## src/rtl/l_key_loader.sv

```systemverilog
// Loads a byte-addressed key into the word-addressed L array: clears c words,
// then folds key bytes b-1..0 into L[i/U] with rotate-left-by-8 plus byte add.
module l_key_loader #(
  parameter int B = 16,
  parameter int W = 32,
  localparam int U = W / 8,
  localparam int C = (B + U - 1) / U,
  localparam int C_length = (C > 1) ? $clog2(C) : 1,
  localparam int KL_W = $clog2(B + 1),
  localparam int KA_W = (B > 1) ? $clog2(B) : 1,
  localparam int CW = C_length + 1
) (
  input  logic                clk,
  input  logic                rst,
  input  logic                start,
  input  logic [KL_W-1:0]     key_len,
  output logic [KA_W-1:0]     key_address,
  input  logic [7:0]          key_sub_i,
  output logic [C_length-1:0] L_address,
  input  logic [W-1:0]        L_sub_i,
  output logic [W-1:0]        L_sub_i_prima,
  output logic                L_we,
  output logic [CW-1:0]       c_words,
  output logic                busy,
  output logic                done,
  output logic                error
);

  typedef enum logic [2:0] {
    IDLE, CLEAR, WAIT_ADDR, READ_DATA, OPERATE_DATA, WRITE_DATA, FINISH
  } state_t;

  state_t state, state_next;

  logic [KL_W-1:0]     b_len;
  logic [CW-1:0]       c_cnt;
  logic [CW-1:0]       c_calc;
  logic [C_length-1:0] k;
  logic [KA_W-1:0]     i;
  logic                err_flag;
  logic                len_ok;
  logic [C_length-1:0] word_idx;

  logic [KA_W-1:0]     key_address_next;
  logic [C_length-1:0] L_address_next;
  logic [W-1:0]        L_sub_i_prima_next;
  logic                L_we_next;
  logic                busy_next;
  logic                done_next;
  logic                error_next;

  assign len_ok   = (key_len <= KL_W'(B));
  assign word_idx = C_length'(int'(i) / U);

  // An empty key still occupies one (cleared) word.
  always_comb begin
    c_calc = CW'((int'(key_len) + U - 1) / U);
    if (c_calc == '0) c_calc = CW'(1);
  end

  always_ff @(posedge clk or negedge rst) begin
    if (!rst) state <= IDLE;
    else      state <= state_next;
  end

  always_comb begin
    state_next = state;
    case (state)
      IDLE:         if (start) state_next = len_ok ? CLEAR : FINISH;
      CLEAR:        if ({1'b0, k} == c_cnt - CW'(1))
                      state_next = (b_len == '0) ? FINISH : WAIT_ADDR;
      WAIT_ADDR:    state_next = READ_DATA;
      READ_DATA:    state_next = OPERATE_DATA;
      OPERATE_DATA: state_next = WRITE_DATA;
      WRITE_DATA:   state_next = (i == '0) ? FINISH : WAIT_ADDR;
      FINISH:       state_next = IDLE;
      default:      state_next = IDLE;
    endcase
  end

  always_ff @(posedge clk or negedge rst) begin
    if (!rst) begin
      b_len    <= '0;
      c_cnt    <= '0;
      c_words  <= '0;
      k        <= '0;
      i        <= '0;
      err_flag <= 1'b0;
    end else begin
      if (state == IDLE && start) begin
        err_flag <= !len_ok;
        if (len_ok) begin
          b_len   <= key_len;
          c_cnt   <= c_calc;
          c_words <= c_calc;
          k       <= '0;
          i       <= KA_W'(key_len - KL_W'(1));
        end
      end
      if (state == CLEAR) k <= k + C_length'(1);
      if (state == WRITE_DATA && i != '0) i <= i - KA_W'(1);
    end
  end

  // Outputs are computed from the current state and registered, so every
  // output lags its state by one cycle; memory timing is planned around that.
  always_comb begin
    key_address_next   = key_address;
    L_address_next     = L_address;
    L_sub_i_prima_next = L_sub_i_prima;
    L_we_next          = 1'b0;
    busy_next          = 1'b0;
    done_next          = 1'b0;
    error_next         = 1'b0;
    case (state)
      CLEAR: begin
        L_address_next     = k;
        L_sub_i_prima_next = '0;
        L_we_next          = 1'b1;
        busy_next          = 1'b1;
      end
      WAIT_ADDR, READ_DATA, WRITE_DATA: begin
        key_address_next = i;
        L_address_next   = word_idx;
        busy_next        = 1'b1;
        L_we_next        = (state == WRITE_DATA);
      end
      OPERATE_DATA: begin
        key_address_next   = i;
        L_address_next     = word_idx;
        busy_next          = 1'b1;
        L_sub_i_prima_next = {L_sub_i[W-9:0], L_sub_i[W-1:W-8]}
                             + {{(W-8){1'b0}}, key_sub_i};
      end
      FINISH: begin
        done_next  = 1'b1;
        error_next = err_flag;
      end
      default: ;
    endcase
  end

  always_ff @(posedge clk or negedge rst) begin
    if (!rst) begin
      key_address   <= '0;
      L_address     <= '0;
      L_sub_i_prima <= '0;
      L_we          <= 1'b0;
      busy          <= 1'b0;
      done          <= 1'b0;
      error         <= 1'b0;
    end else begin
      key_address   <= key_address_next;
      L_address     <= L_address_next;
      L_sub_i_prima <= L_sub_i_prima_next;
      L_we          <= L_we_next;
      busy          <= busy_next;
      done          <= done_next;
      error         <= error_next;
    end
  end

endmodule
```

## config.mk

```make
export PLATFORM = sky130hd
export DESIGN_NAME = l_key_loader
export DESIGN_NICKNAME = d
export VERILOG_FILES = /design/src/rtl/l_key_loader.sv
export SDC_FILE = /design/constraint.sdc
export NUM_CORES = 1
export LEC_CHECK = 0
export ABC_CLOCK_PERIOD_IN_PS = 2850
export CAP_MARGIN = 20
export CORE_ASPECT_RATIO = 0.75
export CORE_MARGIN = 2
export CORE_UTILIZATION = 33
export DETAILED_ROUTE_END_ITERATION = 8
export PLACE_DENSITY_LB_ADDON = 0.25
export REMOVE_ABC_BUFFERS = 1
export SLEW_MARGIN = 10
export SYNTH_ARGS = -nofsm -noshare
export SYNTH_HDL_FRONTEND = slang
export SYNTH_SLANG_ARGS = --single-unit
```

## constraint.sdc

```tcl
create_clock -name clk -period 2.85 [get_ports clk]
set_input_delay 0.57 -clock clk [delete_from_list [all_inputs] [get_ports clk]]
set_output_delay 0.57 -clock clk [all_outputs]
set_load 0.1 [all_outputs]
```

* Word level (Yosys, flattened, before mapping) *
Index checks and enable logic that the tools add are counted.

word-level totals
  word-level logic and storage cells = 73
  bits in read-only memories = 0
  bits in latches = 0
  register bits after elaboration = 60
  bits of input ports = 48
  memories = 0
  RAM bits = 0

operators by class
  add/subtract/negate cells = 8
  multiply operators = 0
  bitwise operators = 1
  eq/ne operators = 9
  shift-type cells = 0
  magnitude comparators = 1
  div/mod/pow operators = 0
  reduce and logical (&&, ||, !) cells = 22
  multiplexer cells = 19

operator list
  operator             number
  $pmux 32 s2          1
  $add 32x8->32        1
  $mux 3               6
  $pmux 3 s6           1
  $mux 4               3
  $reduce_bool 2->1    6
  $eq 3x3->1 const B   3
  $reduce_and 2->1     4
  $sub 4x1->4 const B  2
  $sub 6x1->7 const B  1
  $add 5x3->6 const B  1
  $eq 3x2->1 const B   2
  $logic_not 3->1      2
  $mux 2               3
  $le 5x5->1 const B   1
  $logic_not 5->1      1
  $reduce_or 5->1      1
  $logic_not 4->1      1
  $ne 2x2->1 const B   2
  $pmux 2 s2           1
  $reduce_bool 4->1    1
  $reduce_or 4->1      1
  $add 3x1->3          1
  $eq 2x3->1           1
  other kinds (10)     13

* Depth between registers and ports, before layout *
  depth in word-level cells = 7
  mapped depth = 9
  mapped depth without buffers = 8

* Least setup slack after synthesis *
OpenSTA, ideal clock, no wires.

  path type = in2reg
  start point = input key_sub_i[0]
  end point = register L_sub_i_prima[18]
  stages = 8
  path buffers = 0
  setup time = 0.069 ns
  path slack = 0.444 ns
  data arrival time = 2.337 ns
  path through = ha_1 > inv_1 > fa_1 > nand2b_1 > a21oi_1 > nor3_2 > or4_1 > nand3_1

between the ends
  word-level cells in the longest chain between the ends = 2

ends and longest elaborated chain
  element                 RTL line  RTL
  start: declaration      18        input logic [7:0] key_sub_i,
  $add 32x8->32           133       + {{(W-8){1'b0}}, key_sub_i};
  $pmux 32 s2             115       case (state)
  end signal: assignment  155       L_sub_i_prima <= L_sub_i_prima_next;
  end: declaration        21        output logic [W-1:0] L_sub_i_prima,

No other way between the ends.
A chain may end at the register's enable or synchronous reset.

* Final worst setup path *
  start point = input L_sub_i[24]
  end point = register L_sub_i_prima[18]

between the ends
  word-level cells in the longest chain between the ends = 2

ends and longest elaborated chain
  element             RTL line  RTL
  start: declaration  20        input logic [W-1:0] L_sub_i,
  $add 32x8->32       133
  $pmux 32 s2         115

No other way between the ends.

==> out/metrics.csv <==
metric;value;unit
status;completed;
CTS tree;yes;
DRT Wirelength;10.1;mm
DP Wirelength;7.37;mm
required time of the critical path;3.11;ns
adder-cell share of the synthesized area;4.02;%
Async SR Flop Fraction;100;%
largest family of logic cells by synthesized area;simple AND/OR/NAND/NOR gates;
kind of critical path;input port to flop;
Final Net Count;554;
setup violators final;0;
Worst Hold Class;input port to asynchronous set/reset pin;
mux cell area share after synthesis;4.20;%
DP Area;4650;um^2
Clock Latency Late Sink;0.33;ns
final hold vios;0;
Compound-Gate Fraction of Synth Area;18.9;%
most common cell in the netlist;dfrtp_1;
area grow syn2layout;37.8;%
post-CTS setup buffer count;0;
crit-path max FO;6;
prevailing post-synth register cell;dfrtp_1;
CP Capture Type;flop;
Initial DRC Count;178;
H-tree depth;3;
Yosys reg bits;60;
gpl congestion;0.823;
Hold WS;0.191;ns
fin. max-slew vios;0;
Data arrival, critical path;2.87;ns
total grt overflow;0;
Antenna Cells;0;
vias in the first global route;3205;
Fmax achieved;384;MHz
DR pass1 iterations;5;
Antenna Nets Post-Route;0;
row cnt;33;
Ys Warns;0;
post-synth top area share;41.6;%
Clock Path Buffers;2;
Power, Total;6.19;mW
initial core utilization;33.5;%
post-synthesis sequential area ratio;41.6;%
EDFF count, synth;0;
Setup crit start kind;input port;
Die Wd;125;um
Total GRT Usage;17.6;%
clock root buffer;clkbuf_16;
vias per inst;5.15;
RSZ-0062 raised after global routing;false;
Die ar.;11800;um^2
Port Buf Inserts;92;
global-route wire length before repair;16.5;mm
Yosys top cell by area;dfrtp_1;
Commonest cells post-synth;dfrtp_1 (60), nand2_1 (44), o21ai_0 (32);
Final min period;2.61;ns
post-synthesis xor/xnor area fraction;6.32;%
die height;94.5;um
largest cells by area after synthesis;dfrtp_1 (42%), nand2_1 (4.6%), o21ai_0 (4.4%);
DRC;0;
synth unique cells;54;
routed vias;3293;
routed len/inst;15.7;um
Fin Setup TNS;0;ns
design area;4970;um^2
Clock Pin Slew Worst Setup and Hold Paths;0.05;ns
Synth Area in Simple Gates;19.9;%
initial antenna violation count;0;
Post-CTS Resized;0;
pin count of the biggest net entering global routing;33;
# hold bufs at CTS;0;
relative slew slack;66.5;%
Leakage Power;2.20;nW
Mapped Avg Cell Area;9.27;um^2
pwr dens;1250;nW/um^2
# IOs;93;
Post-Syn Instances;389;
layout cells sized above 1;21.2;%
Sink Count;60;
Fin Clk Skew;0.00457;ns
Worst Max-Slew Pin Slew;0.498;ns
final worst path period share;91.5;%
max cap viols;0;
VDD IR max;688;uV
CTS buffer count;9;
synthesized area;3610;um^2
core area;10800;um^2
-- cells in the final DEF, fill, tap and decap left out, types with 2 or more instances in the layout --
cell             Yosys  layout
buf_4                0      70
dfrtp_1             60      60
clkdlybuf4s50_1      0      46
nand2_1             44      44
o21ai_0             32      32
nor2_1              20      20
nand3_1             20      20
inv_1               18      18
o211ai_1            17      17
a21oi_1             16      16
xor2_1              15      15
xnor2_1             11      11
nor3_1              10      10
ha_1                10      10
mux2_2               9       9
nand4_1              9       9
clkbuf_16            0       9
or4_1                8       8
and3_1               6       6
mux2i_1              5       5
o2111ai_1            5       5
nand2b_1             4       4
a22o_1               4       4
a32oi_1              4       4
a22oi_1              3       3
clkinv_2             0       3
nor2b_1              2       2
and2_1               2       2
o22a_1               2       2
o22ai_1              2       2
a21o_1               2       2
a211oi_1             2       2
nor4_1               2       2
or3_1                2       2
-- power by group --
part / internal, mW / total [mW] / switching, mW / leakage (nW)
Combinational: 0.970 / 3.65 / 2.68 / 1.30
Sequential: 1.21 / 1.50 / 0.285 / 0.758
Clock: 0.668 / 1.05 / 0.378 / 0.142
Total: 2.85 / 6.19 / 3.34 / 2.20
-- state kept, by name, summed over array words and instances, names as in the netlist, 2 cells and up --
name	cells
L_sub_i_prima	32
b_len	5
i	4
key_address	4
c_cnt	3
state	3
L_address	2
k	2
-- through the flow --
| stage | setup slack [ns] | utilization (%) | std cells |
|---|---|---|---|
| finish | 0.244 | 46.1 | 639 |
| global placement | -0.0946 | 43.2 | 622 |
| CTS | 0.202 | 45.8 | 637 |
| floorplan | 0.433 | - | 366 |
| global route | 0.0766 | 46.1 | 639 |
| detailed placement | -0.139 | 43.2 | 622 |
-- critical path, cell delays in order --
cell             delay (ns)
clkdlybuf4s50_1        0.47
ha_1                   0.17
inv_1                  0.06
fa_1                   0.38
nand2b_1               0.18
a21oi_1                0.32
nor3_2                 0.14
or4_1                  0.49
nand3_1                0.10
-- path summary, 6_finish.rpt --
| check | cells past startpoint | slack, ns | endpoint | from |
|---|---|---|---|---|
| max reg2reg | 7 | 0.65 | i[2]$_DFFE_PN0P_ | i[1]$_DFFE_PN0P_ |
| max in group asynchronous | 2 | 1.97 | L_address[0]$_DFFE_PN0P_ | rst |
| min in group clk | 2 | 0.47 | L_sub_i_prima[12]$_DFFE_PN0P_ | L_sub_i_prima[12]$_DFFE_PN0P_ |
| min reg2reg | 2 | 0.47 | L_sub_i_prima[12]$_DFFE_PN0P_ | L_sub_i_prima[12]$_DFFE_PN0P_ |
| max | 9 | 0.24 | L_sub_i_prima[18]$_DFFE_PN0P_ | L_sub_i[24] |
| min | 1 | 0.19 | L_sub_i_prima[5]$_DFFE_PN0P_ | rst |
-- cells by family after synthesis --
kind of cell / after synthesis
compound gates: 100
xor+xnor: 26
fa+ha+maj: 11
buf+inv: 41
flops: 60
mux: 14
simple gates: 137
-- final cells by class --
| class | instances | area (um^2) |
|---|---|---|
| inverters | 18 | 67.6 |
| clock buffers | 10 | 229 |
| flip-flops and latches | 60 | 1500 |
| well taps | 140 | 175 |
| clock inverters | 5 | 53.8 |
| fillers | 1041 | 5810 |
| repair buffers | 118 | 1020 |
| multi-input cells | 288 | 1920 |
-- per-layer routing --
metal,global-route usage [%],vias up,wire length [um]
met3,5.10,18,603
li1,-,1631,-
met4,6.37,0,197
met1,25.1,1549,5010
met2,25.4,95,4240
met5,0,-,0
Power figures use the tool's default switching activity.
